==> config.mk <==
export PLATFORM = sky130hd
export DESIGN_NAME = timer_entry
export DESIGN_NICKNAME = d
export VERILOG_FILES = /design/src/rtl/timer_entry_pkg.sv /design/src/rtl/bcd_shift_buffer.sv /design/src/rtl/timer_entry.sv
export SDC_FILE = /design/constraint.sdc
export NUM_CORES = 1
export LEC_CHECK = 0
export CAP_MARGIN = 20
export CORE_ASPECT_RATIO = 1.2
export CORE_MARGIN = 1.5
export CORE_UTILIZATION = 45
export CTS_BUF_LIST = sky130_fd_sc_hd__clkbuf_2 sky130_fd_sc_hd__clkbuf_4 sky130_fd_sc_hd__clkbuf_8
export DETAILED_ROUTE_END_ITERATION = 8
export PLACE_DENSITY = 0.82
export SYNTH_ARGS = -nofsm -noshare
export SYNTH_HDL_FRONTEND = slang
export SYNTH_SLANG_ARGS = --single-unit
export TNS_END_PERCENT = 20
==> constraint.sdc <==
create_clock -name clock -period 3.2 [get_ports clock]
set_clock_uncertainty 0.05 [all_clocks]
set_input_delay 0.64 -clock clock [delete_from_list [all_inputs] [get_ports clock]]
set_output_delay 0.64 -clock clock [all_outputs]
set_load 0.005 [all_outputs]
==> src/rtl/timer_entry_pkg.sv <==
// Shared definitions for the microwave timer keypad entry and BCD counter chain.
package timer_entry_pkg;

  localparam int unsigned DIGIT_W              = 4;
  localparam int unsigned BCD_MAX              = 9;
  localparam int unsigned DEFAULT_MAX_DIGITS   = 4;
  localparam int unsigned DEFAULT_MAX_SEC_TENS = 5;

  typedef enum logic [1:0] {
    ST_IDLE  = 2'd0,
    ST_ENTRY = 2'd1,
    ST_LOAD  = 2'd2,
    ST_START = 2'd3
  } entry_state_t;

  function automatic logic is_bcd(input logic [DIGIT_W-1:0] code);
    return code <= DIGIT_W'(BCD_MAX);
  endfunction

endpackage

==> src/rtl/bcd_shift_buffer.sv <==
// Four-digit BCD entry register; new digits enter at sec_ones and shift toward min_tens.
module bcd_shift_buffer
  import timer_entry_pkg::*;
(
  input  logic               clock,
  input  logic               clear,
  input  logic               flush,
  input  logic               shift_en,
  input  logic [DIGIT_W-1:0] digit_in,
  output logic [DIGIT_W-1:0] sec_ones,
  output logic [DIGIT_W-1:0] sec_tens,
  output logic [DIGIT_W-1:0] min_ones,
  output logic [DIGIT_W-1:0] min_tens
);

  always_ff @(posedge clock) begin
    if (clear || flush) begin
      sec_ones <= '0;
      sec_tens <= '0;
      min_ones <= '0;
      min_tens <= '0;
    end else if (shift_en) begin
      min_tens <= min_ones;
      min_ones <= sec_tens;
      sec_tens <= sec_ones;
      sec_ones <= digit_in;
    end
  end

endmodule

==> src/rtl/timer_entry.sv <==
// Keypad-side writer: collects MM:SS digits, validates START, then drives loadn and start_pulse.
module timer_entry
  import timer_entry_pkg::*;
#(
  parameter int unsigned MAX_DIGITS   = DEFAULT_MAX_DIGITS,
  parameter int unsigned MAX_SEC_TENS = DEFAULT_MAX_SEC_TENS
) (
  input  logic               clock,
  input  logic               clear,
  input  logic               key_valid,
  input  logic [DIGIT_W-1:0] key_code,
  input  logic               start_key,
  input  logic               stop_key,
  input  logic               timer_running,
  output logic [DIGIT_W-1:0] sec_ones,
  output logic [DIGIT_W-1:0] sec_tens,
  output logic [DIGIT_W-1:0] min_ones,
  output logic [DIGIT_W-1:0] min_tens,
  output logic               loadn,
  output logic               start_pulse,
  output logic               entry_active,
  output logic               error
);

  localparam int unsigned CNT_W = 3;

  entry_state_t     state, state_nxt;
  logic [CNT_W-1:0] digit_cnt, cnt_nxt;
  logic             error_nxt;
  logic             in_keypad, stop_evt, start_evt, digit_evt, start_ok, flush;

  bcd_shift_buffer u_buffer (
    .clock    (clock),
    .clear    (clear),
    .flush    (flush),
    .shift_en (digit_evt),
    .digit_in (key_code),
    .sec_ones (sec_ones),
    .sec_tens (sec_tens),
    .min_ones (min_ones),
    .min_tens (min_tens)
  );

  // Event decode with priority stop > start > digit; lower-priority strobes are dropped.
  always_comb begin
    in_keypad = (state == ST_IDLE) || (state == ST_ENTRY);
    stop_evt  = in_keypad && stop_key;
    start_evt = (state == ST_ENTRY) && start_key && !stop_key && !timer_running;
    start_ok  = (|{min_tens, min_ones, sec_tens, sec_ones}) &&
                (sec_tens <= DIGIT_W'(MAX_SEC_TENS));
    digit_evt = in_keypad && key_valid && !stop_key && !start_key && !timer_running &&
                is_bcd(key_code) && (digit_cnt < CNT_W'(MAX_DIGITS));
    flush     = stop_evt || (state == ST_START);
  end

  always_comb begin
    state_nxt = state;
    cnt_nxt   = digit_cnt;
    error_nxt = error;
    unique case (state)
      ST_IDLE: begin
        if (stop_evt) begin
          cnt_nxt   = '0;
          error_nxt = 1'b0;
        end else if (digit_evt) begin
          state_nxt = ST_ENTRY;
          cnt_nxt   = digit_cnt + CNT_W'(1);
          error_nxt = 1'b0;
        end
      end
      ST_ENTRY: begin
        if (stop_evt) begin
          state_nxt = ST_IDLE;
          cnt_nxt   = '0;
          error_nxt = 1'b0;
        end else if (start_evt) begin
          if (start_ok) begin
            state_nxt = ST_LOAD;
            error_nxt = 1'b0;
          end else begin
            error_nxt = 1'b1;
          end
        end else if (digit_evt) begin
          cnt_nxt   = digit_cnt + CNT_W'(1);
          error_nxt = 1'b0;
        end
      end
      ST_LOAD:  state_nxt = ST_START;
      ST_START: begin
        state_nxt = ST_IDLE;
        cnt_nxt   = '0;
      end
      default:  state_nxt = ST_IDLE;
    endcase
  end

  // Strobes are registered copies of the next-state decode, so they track the state register exactly.
  always_ff @(posedge clock) begin
    if (clear) begin
      state        <= ST_IDLE;
      digit_cnt    <= '0;
      loadn        <= 1'b1;
      start_pulse  <= 1'b0;
      entry_active <= 1'b0;
      error        <= 1'b0;
    end else begin
      state        <= state_nxt;
      digit_cnt    <= cnt_nxt;
      loadn        <= (state_nxt != ST_LOAD);
      start_pulse  <= (state_nxt == ST_START);
      entry_active <= (cnt_nxt != '0);
      error        <= error_nxt;
    end
  end

endmodule
==> results of run 1 <==
-- stage by stage --
step / hold slack, ns / power, mW / instances
after global placement: 0.4643 / 0.3557 / 162
after global routing: 0.5218 / 0.5096 / 166
final: 0.5017 / 0.4869 / 166
after floorplan: 0.4617 / 0.3383 / 105
after CTS: 0.5022 / 0.4911 / 166
after detailed placement: 0.4753 / 0.3564 / 162
-- metal layers --
layer  global-route usage (%)  up-vias
met5                        0        -
met4                    7.937        0
met3                    4.180        4
met2                    26.06       27
met1                    24.69      383
li1                         -      441
-- final cells by class --
class	instances	area, um2	area share [%]
Multi-Input combinational cell	74	534.3	38.09
Tap cell	31	38.79	2.765
Clock buffer	3	22.52	1.606
Inverter	3	11.26	0.8029
Timing Repair Buffer	29	290.3	20.70
Sequential cell	25	500.5	35.68
Clock inverter	1	5.005	0.3568
-- critical path: cells and delay by family --
| kind | cells | cell delay (ns) |
|---|---|---|
| buffers and inverters | 1 | 0.47 |
| and+or+nand+nor | 2 | 0.78 |
| AOI/OAI and AO/OA | 2 | 0.39 |
-- cells in the mapped netlist, types with 2 or more instances --
cell      instances  area share, %
nor2_1           22            7.7
a21oi_1           4            1.9
nor4_1            3            1.8
mux2i_1          16             15
inv_1             3            1.1
nand2b_1          2            1.2
dfxtp_1          25             47
-- cells by family (layout without fill, tap and decap cells) --
kind of cell / count (synthesis) / count (layout) / share of synthesized area, %
multiplexers: 16 / 16 / 15.02
buffers and inverters: 6 / 36 / 2.933
adder cells (fa/ha/maj): 1 / 1 / 1.174
AO/OA/AOI/OAI: 16 / 16 / 11.86
AND/OR/NAND/NOR: 41 / 41 / 22.07
flip-flops: 25 / 25 / 46.95
-- worst max path at each step --
| stage | depth (start not counted) | startpoint | endpoint |
|---|---|---|---|
| floorplan | 5 | start_key | u_buffer.min_ones[0] |
| global placement | 5 | start_key | state[0] |
| detailed placement | 5 | start_key | state[0] |
| CTS | 5 | start_key | state[0] |
| global route | 5 | start_key | u_buffer.sec_tens[1] |
| finish | 5 | start_key | state[0] |
-- where the power goes --
group / switching (mW) / total [mW] / internal (mW)
clock: 0.0908 / 0.138 / 0.0468
sequential: 0.00100 / 0.313 / 0.312
combinational: 0.0177 / 0.0361 / 0.0185
-- state kept, by name, summed over array words and instances (netlist names) --
signal and count:
u_buffer.min_ones 4, digit_cnt 3, loadn 1, state 2
error 1, u_buffer.sec_ones 4, entry_active 1, u_buffer.min_tens 4
u_buffer.sec_tens 4, start_pulse 1
==> flow_summary.toml, run 1 <==
[final_layout]
stdcell_area_um2 = 1403
layout.nets = 147
drive_above_1_share_pct = 9.630
diodes = 0
fill_cells = 195
area_growth_pct = 31.57
layout_commonest_cell = "clkdlybuf4s50_1"
final_cell_mix = "29 x clkdlybuf4s50_1, 25 x dfxtp_1, 22 x nor2_1"
final_core_util_pct = 62.11

[detailed_routing]
via_count = 855
route.met2.wl_um = 1022
drt_first_pass_iters = 4
via_per_inst = 5.151
drc_errors = 0
drt-met1-wl_um = 1005
ant_nets = 0
wl_per_cell_um = 12.98
route.met3.wl_um = 101
wl_um = 2154
highest_layer = "met4"
drt_iter0_drc = 14

[global_route]
antenna_found_initial = 0
grt_pass1_vias = 806
grt_max_degree = 20
grt_pass1_wl_um = 3505
grt-ovfl-total = 0
track_usage_pct = 17.92

[timing]
slew_headroom_pct = 60.74
slew_viol_final = 0
fin_crit_ns = 2.074
fin_tns_setup_ns = 0
period_share_pct = 64.82
worst_slew_pin_slew_ns = 0.5888
max_freq_ghz = 0.4821
final_hold_viol_count = 0
setup_viol = 0
finalWorstSetupSlack_ns = 1.126
grt_setup_unrepaired = "false"

[placement]
gp_congestion = 0.9137
place_hpwl_um = 1597
dp_slack_ns = 0.7844
placement.io_buffers = 29
dpl_cell_area_um2 = 1375

[synthesis]
synth_seq_cells = 25
ys_warn_count = 0
synth-edff-count = 0
synth_cells = 105
syn_area_um2 = 1066
ys_seq_area_share_pct = 46.95
synth_fp_nets = 116
avgSynthCellArea_um2 = 10.15
async_flop_share_pct = 0
ys_types = 37
synth_ff_type = "dfxtp_1"

[die]
placeableCoreArea_um2 = 2258
die_y_um = 56.32
num_rows = 19
io-pin-count = 30
die_w_um = 47.43
start_util_pct = 47.20
dieArea_um2 = 2671

[hold_path]
min_path_cells = 2
hold_path_class = "reg -> reg"
min_to = "u_buffer.min_tens[1]"
worstHoldStart = "u_buffer.min_tens[1]"

[worst_setup_path]
startpoint_type = "primary input"
worst-setup-path-type = "in -> reg"
path_cells = "clkdlybuf4s50_1 -> nor4b_4 -> nand3_4 -> o21a_1 -> a21oi_1"
r2r-start = "state[1]"
crit_fanout = 17
r2r_cells = 4
slowest_stage = "clkdlybuf4s50_1"
required_ns = 3.41
critPathArrivalTime_ns = 2.28
r2r_end = "entry_active"
slowest_delay_ns = 0.47
endpoint_kind = "register"
rrSetupSlack_ns = 1.55

[clock_tree]
cts.sinks = 25
post_cts_buffers = 0
cts_tree = "built"
clock_latency_ns = 0.31
h-tree-depth = 1
cts.clk_slew.worst_paths_ns = 0.13
cts-root-buf = "clkbuf_4"
cts_made_buffers = 3
cts_resized = 0
clockBufferDepth = 2
hold_buffers = 0

[pwr]
p_per_area_nw_per_um2 = 347.2
p_leak_nw = 0.6064
peakVddDrop_mv = 0.2610

[run]
cap_violations = 0

[run_status]
status = "completed"
(Power assumes the default switching activity.)
==> run 2, diff against run 1 <==
--- a/config.mk
+++ b/config.mk
@@ -8,10 +8,10 @@
 export CAP_MARGIN = 20
 export CORE_ASPECT_RATIO = 1.2
 export CORE_MARGIN = 1.5
-export CORE_UTILIZATION = 45
+export CORE_UTILIZATION = 44
 export CTS_BUF_LIST = sky130_fd_sc_hd__clkbuf_2 sky130_fd_sc_hd__clkbuf_4 sky130_fd_sc_hd__clkbuf_8
 export DETAILED_ROUTE_END_ITERATION = 8
-export PLACE_DENSITY = 0.82
+export PLACE_DENSITY = 0.83
 export SYNTH_ARGS = -nofsm -noshare
 export SYNTH_HDL_FRONTEND = slang
 export SYNTH_SLANG_ARGS = --single-unit
==> constraint.sdc (replaced) <==
create_clock -name clock -period 1.9 [get_ports clock]
set_clock_uncertainty 0.05 [all_clocks]
set_input_delay 0.38 -clock clock [delete_from_list [all_inputs] [get_ports clock]]
set_output_delay 0.38 -clock clock [all_outputs]
set_load 0.005 [all_outputs]
==> run 2 against run 1 <==
Compared with the run above: count of clock-buffer cells in the layout unchanged; die area increased by 2.2%; non-clock buffer count increased by 6; worst hold slack about the same; setup slack got worse by 0.94 ns; final cell count increased by 3.6%; global-route usage increased by 0.77 points.
==> flow_summary.toml, run 2 (synthesis gave the netlist of run 1 again) <==
[worst_setup_path]
critical_path_buf_inv_count = 1
path_delay_family = "buffers and inverters"
cp.depth = 1
required_ns = 1.47
endpoint_kind = "output port"
startpoint_type = "register"
path_cells = "clkdlybuf4s50_1"
r2r_cells = 4
slowest_stage = "clkdlybuf4s50_1"
crit_fanout = 5
slowest_delay_ns = 0.54
critPathArrivalTime_ns = 1.28
worst-setup-path-type = "reg -> out"
r2r-start = "digit_cnt[2]"
rrSetupSlack_ns = 0.47
r2r_end = "entry_active"

[final_layout]
diodes = 0
stdcell_area_um2 = 1460
area_growth_pct = 36.97
final_cell_mix = "29 x clkdlybuf4s50_1, 25 x dfxtp_1, 22 x nor2_1"
drive_above_1_share_pct = 13.48
layout_commonest_cell = "clkdlybuf4s50_1"
layout.nets = 153

[hold_path]
min_path_cells = 2
worstHoldStart = "u_buffer.min_ones[3]"
min_to = "u_buffer.min_tens[3]"
hold_path_class = "reg -> reg"

[pwr]
intPower_mw = 0.6425
p_clk_share_pct = 27.9
p_leak_nw = 0.6400
p_per_area_nw_per_um2 = 567.2
peakVddDrop_mv = 0.5040
swShare_pct = 22.42
switchingPower_mw = 0.1857
finalPower_mw = 0.8281
seq_power_share_pct = 63.7
p_comb_share_pct = 8.4

[timing]
worst_slew_pin_slew_ns = 0.3843
fin_hold_ws_ns = 0.5016
fin_tns_setup_ns = 0
grt_setup_unrepaired = "false"
fin_crit_ns = 1.714
slew_viol_final = 0
final_hold_viol_count = 0
max_freq_ghz = 0.5836
setup_viol = 0
period_share_pct = 90.19
slew_headroom_pct = 74.27

[clock_tree]
h-tree-depth = 1
cts-root-buf = "clkbuf_4"
cts_made_buffers = 3
cts.sinks = 25
clock_latency_ns = 0.31
cts.clk_slew.worst_paths_ns = 0.14
post_cts_buffers = 0
cts_tree = "built"
cts_resized = 0
hold_buffers = 0
clockBufferDepth = 2

[global_route]
grt_pass1_wl_um = 3767
top_usage_layer = "met2"
grt_max_degree = 19
grtUsageMet3_pct = 3.537
track_usage_pct = 18.69
met2_usage_pct = 30.29
grt-ovfl-total = 0
antenna_found_initial = 0
grtUsageMet1_pct = 23.14
grt_pass1_vias = 923

[die]
die_w_um = 47.94
num_rows = 19
io-pin-count = 30
dieArea_um2 = 2728
start_util_pct = 46.71
placeableCoreArea_um2 = 2282
die_y_um = 56.92

[detailed_routing]
wl_um = 2280
wl_per_cell_um = 13.26
drt_iter0_drc = 14
via_count = 907
drt_first_pass_iters = 4
ant_nets = 0
drc_errors = 0
via_per_inst = 5.273

[placement]
gp_congestion = 0.9164
place_hpwl_um = 1725
dpl_cell_area_um2 = 1433
placement.io_buffers = 29

[run_status]
status = "completed"

[run]
cap_violations = 0
[run 2: per-layer routing]
metal | vias up | share of wire (%)
li1 | 451 | -
met1 | 410 | 43
met2 | 42 | 49
met3 | 4 | 7.2
met4 | 0 | 1.2
met5 | - | 0
[run 2: final cells by class]
class / count / area [um2]
Fill cell: 199 / 822.0
Multi-Input combinational cell: 74 / 534.3
Sequential cell: 25 / 500.5
Timing Repair Buffer: 35 / 347.8
Tap cell: 31 / 38.79
Clock buffer: 3 / 22.52
Inverter: 3 / 11.26
Clock inverter: 1 / 5.005
[run 2: power by group through the flow]
stage	Combinational, mW	Sequential (mW)	Clock (mW)
global placement	0.0683	0.539	0
floorplan	0.0310	0.539	0
finish	0.0697	0.528	0.231
global route	0.0753	0.528	0.262
CTS	0.0697	0.528	0.241
detailed placement	0.0694	0.539	0
[run 2: how the worst max path moves through the flow]
stage / start / end / slack, ns
5_1_grt: u_buffer.sec_tens[1] / sec_tens[1] / 0.12
4_1_cts: u_buffer.sec_tens[1] / sec_tens[1] / 0.17
6_report: u_buffer.sec_tens[2] / sec_tens[2] / 0.19
2_1_floorplan: start_key / u_buffer.min_ones[0] / 0.43
3_5_place_dp: start_key / entry_active / -0.10
3_3_place_gp: start_key / entry_active / -0.06
[run 2: stage by stage]
stage                     worst slack (ns)  utilization, %  std cells
final                               0.1865           63.98        172
after global routing                0.1195           63.98        172
after CTS                           0.1707           63.98        172
after detailed placement           -0.1020           62.77        168
after global placement            -0.05583           62.77        168
after floorplan                     0.4256               -        105
==> run 3, diff against run 2 <==
--- a/config.mk
+++ b/config.mk
@@ -6,7 +6,7 @@
 export NUM_CORES = 1
 export LEC_CHECK = 0
 export CAP_MARGIN = 20
-export CORE_ASPECT_RATIO = 1.2
+export CORE_ASPECT_RATIO = 0.7
 export CORE_MARGIN = 1.5
 export CORE_UTILIZATION = 44
 export CTS_BUF_LIST = sky130_fd_sc_hd__clkbuf_2 sky130_fd_sc_hd__clkbuf_4 sky130_fd_sc_hd__clkbuf_8
@@ -15,4 +15,3 @@
 export SYNTH_ARGS = -nofsm -noshare
 export SYNTH_HDL_FRONTEND = slang
 export SYNTH_SLANG_ARGS = --single-unit
-export TNS_END_PERCENT = 20
==> run 3 against run 2 <==
Compared with the run above: sequential power about the same; global-route usage up 1.9 points; count of clock-buffer cells in the layout is the same; final cell count rose by 1.7%; setup slack got worse by 0.037 ns; critical endpoint is now sec_tens[1].
==> flow_summary.toml, run 3 (synthesis gave the netlist of run 1 again) <==
[run_status]
status = "completed"

[worst_setup_path]
critPathArrivalTime_ns = 1.32
r2r_end = "entry_active"
r2r_cells = 4
required_ns = 1.47
crit_fanout = 5
rrSetupSlack_ns = 0.42
critical_path_buf_inv_count = 1
endpoint_kind = "output port"
startpoint_type = "register"
slowest_delay_ns = 0.55
worst-setup-path-type = "reg -> out"
slowest_stage = "clkdlybuf4s50_1"
r2r-start = "digit_cnt[2]"
path_delay_family = "buffers and inverters"
path_cells = "clkdlybuf4s50_1"

[clock_tree]
h-tree-depth = 1
cts-root-buf = "clkbuf_4"
clock_latency_ns = 0.32
cts.clk_slew.worst_paths_ns = 0.13
cts.sinks = 25
cts_made_buffers = 3
hold_buffers = 0
clockBufferDepth = 2
cts_resized = 0
cts_tree = "built"
post_cts_buffers = 0

[run]
cap_violations = 0

[global_route]
grt_pass1_vias = 878
antenna_found_initial = 0
track_usage_pct = 20.57
grt-ovfl-total = 0
grt_pass1_wl_um = 4043
grt_max_degree = 19

[detailed_routing]
wl_um = 2498
drc_errors = 0
ant_nets = 0
via_per_inst = 5.326
drt_first_pass_iters = 4
via_count = 932
drt_iter0_drc = 48
wl_per_cell_um = 14.27

[final_layout]
final_core_util_pct = 65.80
drive_above_1_share_pct = 14.69
layout_commonest_cell = "clkdlybuf4s50_1"
area_growth_pct = 37.32
layout.nets = 155
diodes = 0
finish.cell_count_without_fillers = 175
final_cell_mix = "29 x clkdlybuf4s50_1, 25 x dfxtp_1, 22 x nor2_1"

[timing]
fin_hold_ws_ns = 0.5129
finalWorstSetupSlack_ns = 0.1493
slew_viol_final = 0
max_freq_ghz = 0.5712
fin_tns_setup_ns = 0
worst_slew_pin_slew_ns = 0.4098
period_share_pct = 92.14
slew_headroom_pct = 72.57
final_hold_viol_count = 0
setup_viol = 0
grt_setup_unrepaired = "false"
fin_crit_ns = 1.751

[placement]
dp_slack_ns = -0.1482
dpl.cell_count = 171
gp_congestion = 0.8267
placement.io_buffers = 29
place_hpwl_um = 1971

[die]
placeableCoreArea_um2 = 2225
start_util_pct = 47.92
die_w_um = 61.83
io-pin-count = 30
dieArea_um2 = 2732
num_rows = 14
die_y_um = 44.18

[pwr]
p_per_area_nw_per_um2 = 569.3
p_leak_nw = 0.6421
peakVddDrop_mv = 0.5676

[hold_path]
min_path_cells = 2
min_to = "u_buffer.sec_tens[0]"
worstHoldStart = "u_buffer.sec_ones[0]"
hold_path_class = "reg -> reg"
-- run 3: changes by cell type in the layout (fill, tap and decap cells not counted), sizes merged --
cell | previous run | this run
buf | 6 | 8
-- run 3: worst max-delay path by stage --
stage | from | end | slack [ns] | cells past startpoint
floorplan | start_key | u_buffer.min_ones[0] | 0.43 | 5
global placement | start_key | entry_active | -0.06 | 5
CTS | u_buffer.sec_tens[1] | sec_tens[1] | 0.14 | 1
detailed placement | timer_running | entry_active | -0.15 | 5
global route | u_buffer.sec_tens[2] | sec_tens[2] | 0.11 | 1
finish | u_buffer.sec_tens[1] | sec_tens[1] | 0.15 | 1
-- run 3: layout make-up --
type,count,area (um2)
Tap cell,32,40.04
Clock inverter,1,5.005
Inverter,3,11.26
Multi-Input combinational cell,74,534.3
Timing Repair Buffer,37,350.3
Sequential cell,25,500.5
Fill cell,188,760.7
Clock buffer,3,22.52
-- run 3: power by group --
group	switching, mW	internal, mW
clock network	0.155	0.0790
registers	0.00173	0.526
logic	0.0333	0.0379
-- run 3: metal layers --
metal  track usage (%)  share of wire (%)
met1             28.34                 44
met2             32.00                 49
met3             4.386                5.7
met4             7.234                1.8
met5                 0                  0
-- run 3: stage by stage --
| step | instance area [um2] | power (mW) |
|---|---|---|
| detailed placement | 1436 | 0.6100 |
| global route | 1464 | 0.8801 |
| CTS | 1464 | 0.8425 |
| finish | 1464 | 0.8334 |
| floorplan | 1066 | 0.5698 |
| global placement | 1436 | 0.6073 |
